===== src/rtl/hazard_scoreboard_unit_if.sv =====
// Pipeline-side bundle of the hazard scoreboard: ID-stage operand/destination
// information in, stall/flush controls and performance counters out.
interface hazard_scoreboard_unit_if #(
  parameter int REG_ADDR_W = 5,
  parameter int CNT_W      = 16
);
  logic [REG_ADDR_W-1:0] ID_RegRs;
  logic [REG_ADDR_W-1:0] ID_RegRt;
  logic                  ID_UseRs;
  logic                  ID_UseRt;
  logic [REG_ADDR_W-1:0] ID_WriteReg;
  logic                  ID_RegWrite;
  logic                  ID_MemRead;
  logic                  branch;
  logic                  branch_taken;
  logic                  mem_stall_i;

  logic                  IF_Flush;
  logic                  ID_Flush;
  logic                  PC_Write;
  logic                  IF_ID_PipeRegWrite;
  logic [1:0]            hazard_cause;
  logic [CNT_W-1:0]      stall_cnt;
  logic [CNT_W-1:0]      flush_cnt;

  // The pipeline drives the ID-stage view and consumes the controls.
  modport master (
    output ID_RegRs, ID_RegRt, ID_UseRs, ID_UseRt, ID_WriteReg, ID_RegWrite,
           ID_MemRead, branch, branch_taken, mem_stall_i,
    input  IF_Flush, ID_Flush, PC_Write, IF_ID_PipeRegWrite, hazard_cause,
           stall_cnt, flush_cnt
  );

  modport slave (
    input  ID_RegRs, ID_RegRt, ID_UseRs, ID_UseRt, ID_WriteReg, ID_RegWrite,
           ID_MemRead, branch, branch_taken, mem_stall_i,
    output IF_Flush, ID_Flush, PC_Write, IF_ID_PipeRegWrite, hazard_cause,
           stall_cnt, flush_cnt
  );
endinterface


===== src/rtl/hazard_scoreboard_unit.sv =====
// Stall/flush controller for the 5-stage MIPS pipeline built around a
// per-register countdown of cycles until each in-flight result is forwardable.
module hazard_scoreboard_unit #(
  parameter int REG_ADDR_W = 5,
  parameter int ALU_LAT    = 1,
  parameter int LOAD_LAT   = 2,
  parameter int CNT_W      = 16
) (
  input  logic                     clk_i,
  input  logic                     rst_i,
  hazard_scoreboard_unit_if.slave  hz
);

  localparam int NREG = 1 << REG_ADDR_W;
  localparam int CW   = $clog2(LOAD_LAT + 1);

  localparam logic [CW-1:0] ALU_CNT  = CW'(ALU_LAT);
  localparam logic [CW-1:0] LOAD_CNT = CW'(LOAD_LAT);
  localparam logic [CW-1:0] ONE_CNT  = CW'(1);

  typedef enum logic [1:0] {
    CAUSE_NONE = 2'd0,
    CAUSE_OP   = 2'd1,
    CAUSE_BR   = 2'd2,
    CAUSE_MEM  = 2'd3
  } cause_e;

  logic [CW-1:0]    cnt [NREG];
  logic [CW-1:0]    cnt_rs, cnt_rt;
  logic             rs_ready, rt_ready, op_stall, issue;
  logic [CW-1:0]    dest_cnt;
  cause_e           cause;
  logic             if_flush, id_flush, pc_write, ifid_we;
  logic [CNT_W-1:0] stall_q, flush_q;

  assign cnt_rs = cnt[hz.ID_RegRs];
  assign cnt_rt = cnt[hz.ID_RegRt];

  // Branches compare in ID, so they need the value one cycle earlier than an
  // EX consumer, which can still pick it up from the forwarding network.
  assign rs_ready = !hz.ID_UseRs || (hz.ID_RegRs == '0) ||
                    (hz.branch ? (cnt_rs == '0) : (cnt_rs <= ONE_CNT));
  assign rt_ready = !hz.ID_UseRt || (hz.ID_RegRt == '0) ||
                    (hz.branch ? (cnt_rt == '0) : (cnt_rt <= ONE_CNT));
  assign op_stall = !(rs_ready && rt_ready);
  assign issue    = !hz.mem_stall_i && !op_stall;
  assign dest_cnt = hz.ID_MemRead ? LOAD_CNT : ALU_CNT;

  always_comb begin
    // NOTE: every output of this block gets a default first, so no path through
    // the if/else chain leaves a signal unassigned and infers a latch.
    cause    = CAUSE_NONE;
    if_flush = 1'b0;
    id_flush = 1'b0;
    pc_write = 1'b1;
    ifid_we  = 1'b1;
    if (rst_i) begin
      if (hz.mem_stall_i) begin
        cause    = CAUSE_MEM;
        pc_write = 1'b0;
        ifid_we  = 1'b0;
      end else if (op_stall) begin
        cause    = hz.branch ? CAUSE_BR : CAUSE_OP;
        pc_write = 1'b0;
        ifid_we  = 1'b0;
        id_flush = 1'b1;
      end else if (hz.branch && hz.branch_taken) begin
        if_flush = 1'b1;
      end
    end
  end

  // NOTE: the scoreboard is an array of flops, not a RAM, and every entry must
  // be cleared on reset so no stale pending result survives into the next run.
  // Sequential state uses non-blocking assignments so all entries update from
  // the same pre-edge values.
  always_ff @(posedge clk_i) begin
    if (!rst_i) begin
      for (int r = 0; r < NREG; r++) cnt[r] <= '0;
    end else if (!hz.mem_stall_i) begin
      // Entry 0 is left untouched after reset, so it reads as "ready" forever.
      for (int r = 1; r < NREG; r++) begin
        if (issue && hz.ID_RegWrite && (hz.ID_WriteReg == REG_ADDR_W'(r)))
          cnt[r] <= dest_cnt;
        else if (cnt[r] != '0)
          cnt[r] <= cnt[r] - 1'b1;
      end
    end
  end

  always_ff @(posedge clk_i) begin
    if (!rst_i) begin
      stall_q <= '0;
      flush_q <= '0;
    end else begin
      if (((cause == CAUSE_OP) || (cause == CAUSE_BR)) && (stall_q != '1))
        stall_q <= stall_q + 1'b1;
      if (if_flush && (flush_q != '1))
        flush_q <= flush_q + 1'b1;
    end
  end

  assign hz.IF_Flush           = if_flush;
  assign hz.ID_Flush           = id_flush;
  assign hz.PC_Write           = pc_write;
  assign hz.IF_ID_PipeRegWrite = ifid_we;
  assign hz.hazard_cause       = cause;
  assign hz.stall_cnt          = stall_q;
  assign hz.flush_cnt          = flush_q;

endmodule


===== src/flat_wrapper.sv =====
// flat-port wrapper written by rule: the top's interface ports become plain ports
module hazard_scoreboard_unit_flat 
#(
  parameter int REG_ADDR_W = 5,
  parameter int ALU_LAT    = 1,
  parameter int LOAD_LAT   = 2,
  parameter int CNT_W      = 16
)
  (clk_i, rst_i, hz_ID_RegRs, hz_ID_RegRt, hz_ID_UseRs, hz_ID_UseRt, hz_ID_WriteReg, hz_ID_RegWrite, hz_ID_MemRead, hz_branch, hz_branch_taken, hz_mem_stall_i, hz_IF_Flush, hz_ID_Flush, hz_PC_Write, hz_IF_ID_PipeRegWrite, hz_hazard_cause, hz_stall_cnt, hz_flush_cnt);
  hazard_scoreboard_unit_if #(.REG_ADDR_W(REG_ADDR_W), .CNT_W(CNT_W)) hz_i ();
  input  logic clk_i;
  input  logic rst_i;
  input wire logic [$bits(hz_i.ID_RegRs)-1:0] hz_ID_RegRs;
  input wire logic [$bits(hz_i.ID_RegRt)-1:0] hz_ID_RegRt;
  input wire logic [$bits(hz_i.ID_UseRs)-1:0] hz_ID_UseRs;
  input wire logic [$bits(hz_i.ID_UseRt)-1:0] hz_ID_UseRt;
  input wire logic [$bits(hz_i.ID_WriteReg)-1:0] hz_ID_WriteReg;
  input wire logic [$bits(hz_i.ID_RegWrite)-1:0] hz_ID_RegWrite;
  input wire logic [$bits(hz_i.ID_MemRead)-1:0] hz_ID_MemRead;
  input wire logic [$bits(hz_i.branch)-1:0] hz_branch;
  input wire logic [$bits(hz_i.branch_taken)-1:0] hz_branch_taken;
  input wire logic [$bits(hz_i.mem_stall_i)-1:0] hz_mem_stall_i;
  output wire logic [$bits(hz_i.IF_Flush)-1:0] hz_IF_Flush;
  output wire logic [$bits(hz_i.ID_Flush)-1:0] hz_ID_Flush;
  output wire logic [$bits(hz_i.PC_Write)-1:0] hz_PC_Write;
  output wire logic [$bits(hz_i.IF_ID_PipeRegWrite)-1:0] hz_IF_ID_PipeRegWrite;
  output wire logic [$bits(hz_i.hazard_cause)-1:0] hz_hazard_cause;
  output wire logic [$bits(hz_i.stall_cnt)-1:0] hz_stall_cnt;
  output wire logic [$bits(hz_i.flush_cnt)-1:0] hz_flush_cnt;
  assign hz_i.ID_RegRs = hz_ID_RegRs;
  assign hz_i.ID_RegRt = hz_ID_RegRt;
  assign hz_i.ID_UseRs = hz_ID_UseRs;
  assign hz_i.ID_UseRt = hz_ID_UseRt;
  assign hz_i.ID_WriteReg = hz_ID_WriteReg;
  assign hz_i.ID_RegWrite = hz_ID_RegWrite;
  assign hz_i.ID_MemRead = hz_ID_MemRead;
  assign hz_i.branch = hz_branch;
  assign hz_i.branch_taken = hz_branch_taken;
  assign hz_i.mem_stall_i = hz_mem_stall_i;
  assign hz_IF_Flush = hz_i.IF_Flush;
  assign hz_ID_Flush = hz_i.ID_Flush;
  assign hz_PC_Write = hz_i.PC_Write;
  assign hz_IF_ID_PipeRegWrite = hz_i.IF_ID_PipeRegWrite;
  assign hz_hazard_cause = hz_i.hazard_cause;
  assign hz_stall_cnt = hz_i.stall_cnt;
  assign hz_flush_cnt = hz_i.flush_cnt;
  hazard_scoreboard_unit #(.REG_ADDR_W(REG_ADDR_W), .ALU_LAT(ALU_LAT), .LOAD_LAT(LOAD_LAT), .CNT_W(CNT_W)) u_core (.clk_i(clk_i), .rst_i(rst_i), .hz(hz_i));
endmodule

===== config.mk =====
export PLATFORM = sky130hd
export DESIGN_NAME = hazard_scoreboard_unit_flat
export DESIGN_NICKNAME = d
export VERILOG_FILES = /design/src/rtl/hazard_scoreboard_unit_if.sv /design/src/rtl/hazard_scoreboard_unit.sv /design/src/flat_wrapper.sv
export SDC_FILE = /design/constraint.sdc
export NUM_CORES = 1
export LEC_CHECK = 0
export ABC_CLOCK_PERIOD_IN_PS = 3650
export BUFFER_PORTS_ARGS = -buffer_cell sky130_fd_sc_hd__clkbuf_2
export CAP_MARGIN = 20
export CORE_UTILIZATION = 51
export CTS_BUF_LIST = sky130_fd_sc_hd__clkbuf_8 sky130_fd_sc_hd__clkbuf_16
export CTS_CLUSTER_DIAMETER = 40
export DETAILED_ROUTE_END_ITERATION = 12
export MAX_ROUTING_LAYER = met4
export PLACE_DENSITY_LB_ADDON = 0.08
export SYNTH_ARGS = -nofsm -noshare
export SYNTH_HDL_FRONTEND = slang
export SYNTH_SLANG_ARGS = --single-unit
export TNS_END_PERCENT = 20

===== constraint.sdc =====
create_clock -name clk_i -period 3.65 [get_ports clk_i]
set_clock_uncertainty 0.15 [all_clocks]
set_input_delay 0.1825 -clock clk_i [delete_from_list [all_inputs] [get_ports clk_i]]
set_output_delay 0.1825 -clock clk_i [all_outputs]
set_load 0.02 [all_outputs]

==> summary.txt <==
Routing
  – Initial DRC Count: 750
  – Via count of the routed design: 7190
  – Routed length on met3: 1.74 mm
  – DR top layer: met4
  – Drt wl/cell: 20.1 um
  – DRT antenna net count: 0
  – Vias/cell: 6.50
  – WL met1: 9.21 mm
  – Detailed Routing Iterations Pass 1: 6
  – Wire length on met2: 10.6 mm
  – Wirelength, routed: 22.2 mm
  – DRC: 0

Timing
  – Min Clock Period, post-route: 3.43 ns
  – Setup violators final: 0
  – Final Hold Viols: 0
  – Fmax: 0.292 GHz
  – Slew headroom: 0.497
  – Post-route setup slack: 0.225 ns
  – Final number of max-transition violations: 0
  – RSZ-0062 raised after global routing: false
  – TNS Setup: 0 ns
  – Crit share post-route: 0.938
  – Worst-Margin Slew: 0.748 ns

Die
  – Ports: 62
  – Die X: 124 um
  – Die footprint: 15400 um2
  – Die H: 124 um
  – Starting Density: 0.524
  – Core ar.: 14500 um2
  – # rows: 44

Yosys
  – Post-synth top area share: 0.244
  – Sequential fraction of the synthesis area: 0.328
  – Number of flops mapped to enable cells by yosys: 62
  – Yosys top cell by area: edfxtp_1
  – Mean Syn Cell Area: 8.59 um2
  – Synth area leaders: edfxtp_1 (24%), mux2i_1 (9.6%), dfxtp_1 (8.4%), ha_1 (5.4%), nand2_1 (3.7%)
  – Cell area after synthesis: 7620 um2
  – Synth unique cells: 67
  – Yosys reg bits: 94
  – Main flop type after synthesis: edfxtp_1
  – Synth warn: 0
  – Post-Syn Nets: 944
  – Post-synthesis cell count: 887
  – Ys async rst share: 0

Pwr
  – P_int: 2.20 mW
  – Combinational power share: 0.252
  – Pwr Density: 388 nW/um2
  – Sequential share of power: 0.421
  – Clk pwr share: 0.327
  – Net switching fraction of the power: 0.321
  – Leak pwr: 3.50 nW
  – Net switching power: 1.04 mW
  – Peak VDD IR: 0.000228 V

CTS
  – Clock net sink count: 94
  – TritonCTS buffer count: 9
  – H-tree depth: 3
  – Worst-Skew Late Latency: 0.36 ns
  – Post-CTS Setup Bufs: 0
  – Root Buffer: clkbuf_16
  – Clock transition at the registers of the reported paths: 0.07 ns
  – CTS tree: done
  – CTS Buffer Depth: 2

Critical path
  – Worst EP arrival: 3.09 ns
  – Critical path fanouts, max: 16
  – Critical path class: flop to output pin
  – Critical path startpoint category: flop
  – Crit. End Element: output pin
  – Worst path required time: 3.32 ns

Global route
  – Largest net degree at the start of global routing: 57
  – Global Route Usage Sum: 0.303
  – Vias in the first global route: 7099
  – Total gr overflow: 0
  – Initial antenna violation count: 0
  – Global-route wire length before repair: 36.4 mm

Placement
  – Buffers added on ports: 61
  – DP Wirelength: 16.0 mm
  – Placer Congestion: 0.938
  – Dpl ws: 0.0933 ns

Final layout
  – Number of diodes: 0
  – Most frequent cells in the layout: nand2_1 (76), inv_1 (73), mux2i_1 (73), nor2_1 (66), edfxtp_1 (62)
  – Fill count: 1325
  – Synthesis-to-layout area growth: 9.64%
  – Nets: 974
  – Commonest non-fill, non-tap cell in the layout: nand2_1
  – Share of layout cells above drive strength 1: 0.137

Outcome
  – Run status: complete, no violations

Job
  – Max-Cap Viols: 0

Min path
  – HP Class: primary input to flop
## Yosys cell counts, types with 3 or more instances
master,count
ha_1,33
nand2_1,76
nor4_1,24
nand4_1,18
nand2b_1,27
a221oi_1,3
and2_1,8
nand3_1,47
buf_2,10
or3_1,19
o21ai_1,24
a21oi_1,7
nor2b_1,11
xor2_1,7
o21ai_0,32
o31ai_1,4
a32o_1,4
inv_1,72
o311ai_0,3
a21o_1,3
mux4_2,12
o21a_1,14
o211ai_1,10
buf_4,7
nor3_1,24
a31o_1,7
clkbuf_1,41
o2111ai_1,5
dfxtp_1,32
a31oi_1,5
o22ai_1,12
o221ai_1,15
a22oi_1,5
a211o_1,6
edfxtp_1,62
mux2i_1,73
nor2_1,67
and3_1,15
mux2_1,3
## cell families after synthesis
kind of cell,count (synthesis),synth area share
simple gates,353,0.236
flops,94,0.328
compound gates,173,0.159
mux,90,0.139
xor+xnor,8,0.00920
buf+inv,136,0.0745
fa+ha+maj,33,0.0542
## routing by layer
metal	global-route usage	up-vias
met5	-	-
met4	0.119	0
met3	0.0509	43
met2	0.492	345
met1	0.376	3454
li1	-	3348
## path summary, 6_finish.rpt
kind,startpoint,to,slack [ns],cells after the start
worst max-delay path,u_core.cnt[15][0],hz_PC_Write,0.22,10
worst max register to register,u_core.cnt[15][0],u_core.cnt[12][1],0.35,10
worst min register to register,u_core.hz.stall_cnt[5],u_core.hz.stall_cnt[5],0.34,2
worst min-delay path,rst_i,u_core.hz.flush_cnt[9],0.15,3
## flip-flops by register name, indices dropped and copies added (netlist names)
name,flops
u_core.cnt,62
u_core.hz.flush_cnt,16
u_core.hz.stall_cnt,16
## power by group through the flow
| stage | logic, mW | registers [mW] | clock network, mW |
|---|---|---|---|
| floorplan | 0.617 | 1.34 | 0 |
| global placement | 0.755 | 1.38 | 0 |
| detailed placement | 0.806 | 1.38 | 0 |
| CTS | 0.810 | 1.36 | 1.07 |
| global route | 0.912 | 1.37 | 1.12 |
| finish | 0.818 | 1.36 | 1.06 |
## through the flow
stage	instance area (um2)	cells	total power [mW]	hold slack [ns]	utilization
floorplan	7620	887	1.95	0.216	-
global placement	8030	1090	2.14	0.318	0.552
detailed placement	8030	1090	2.19	0.328	0.552
CTS	8350	1106	3.24	0.152	0.575
global route	8350	1106	3.40	0.226	0.575
finish	8350	1106	3.24	0.155	0.575
## cell type report
class | instances | area [um2] | share of cell area
Inverter | 74 | 278 | 0.0332
Timing Repair Buffer | 81 | 468 | 0.0560
Clock inverter | 7 | 98.8 | 0.0118
Sequential cell | 94 | 2500 | 0.300
Multi-Input combinational cell | 657 | 4550 | 0.545
Clock buffer | 9 | 225 | 0.0270
Tap cell | 184 | 230 | 0.0276
## repair_timing
item                                    4_1_cts  5_1_grt
hold endpoints to repair                      0        0
endpoints found under the setup margin        0        5
hold buffers                                  0        0
resized for setup                             0        1
## critical path, cell delays in order, from the launching register on
cell	delay, ns
edfxtp_1	0.45
mux4_2	0.50
mux2i_1	0.21
nor2_1	0.06
o311a_1	0.36
nor3_4	0.17
buf_4	0.26
nand2_2	0.08
buf_4	0.20
o21ai_0	0.23
clkbuf_2	0.21
(Power assumes the default switching activity.)
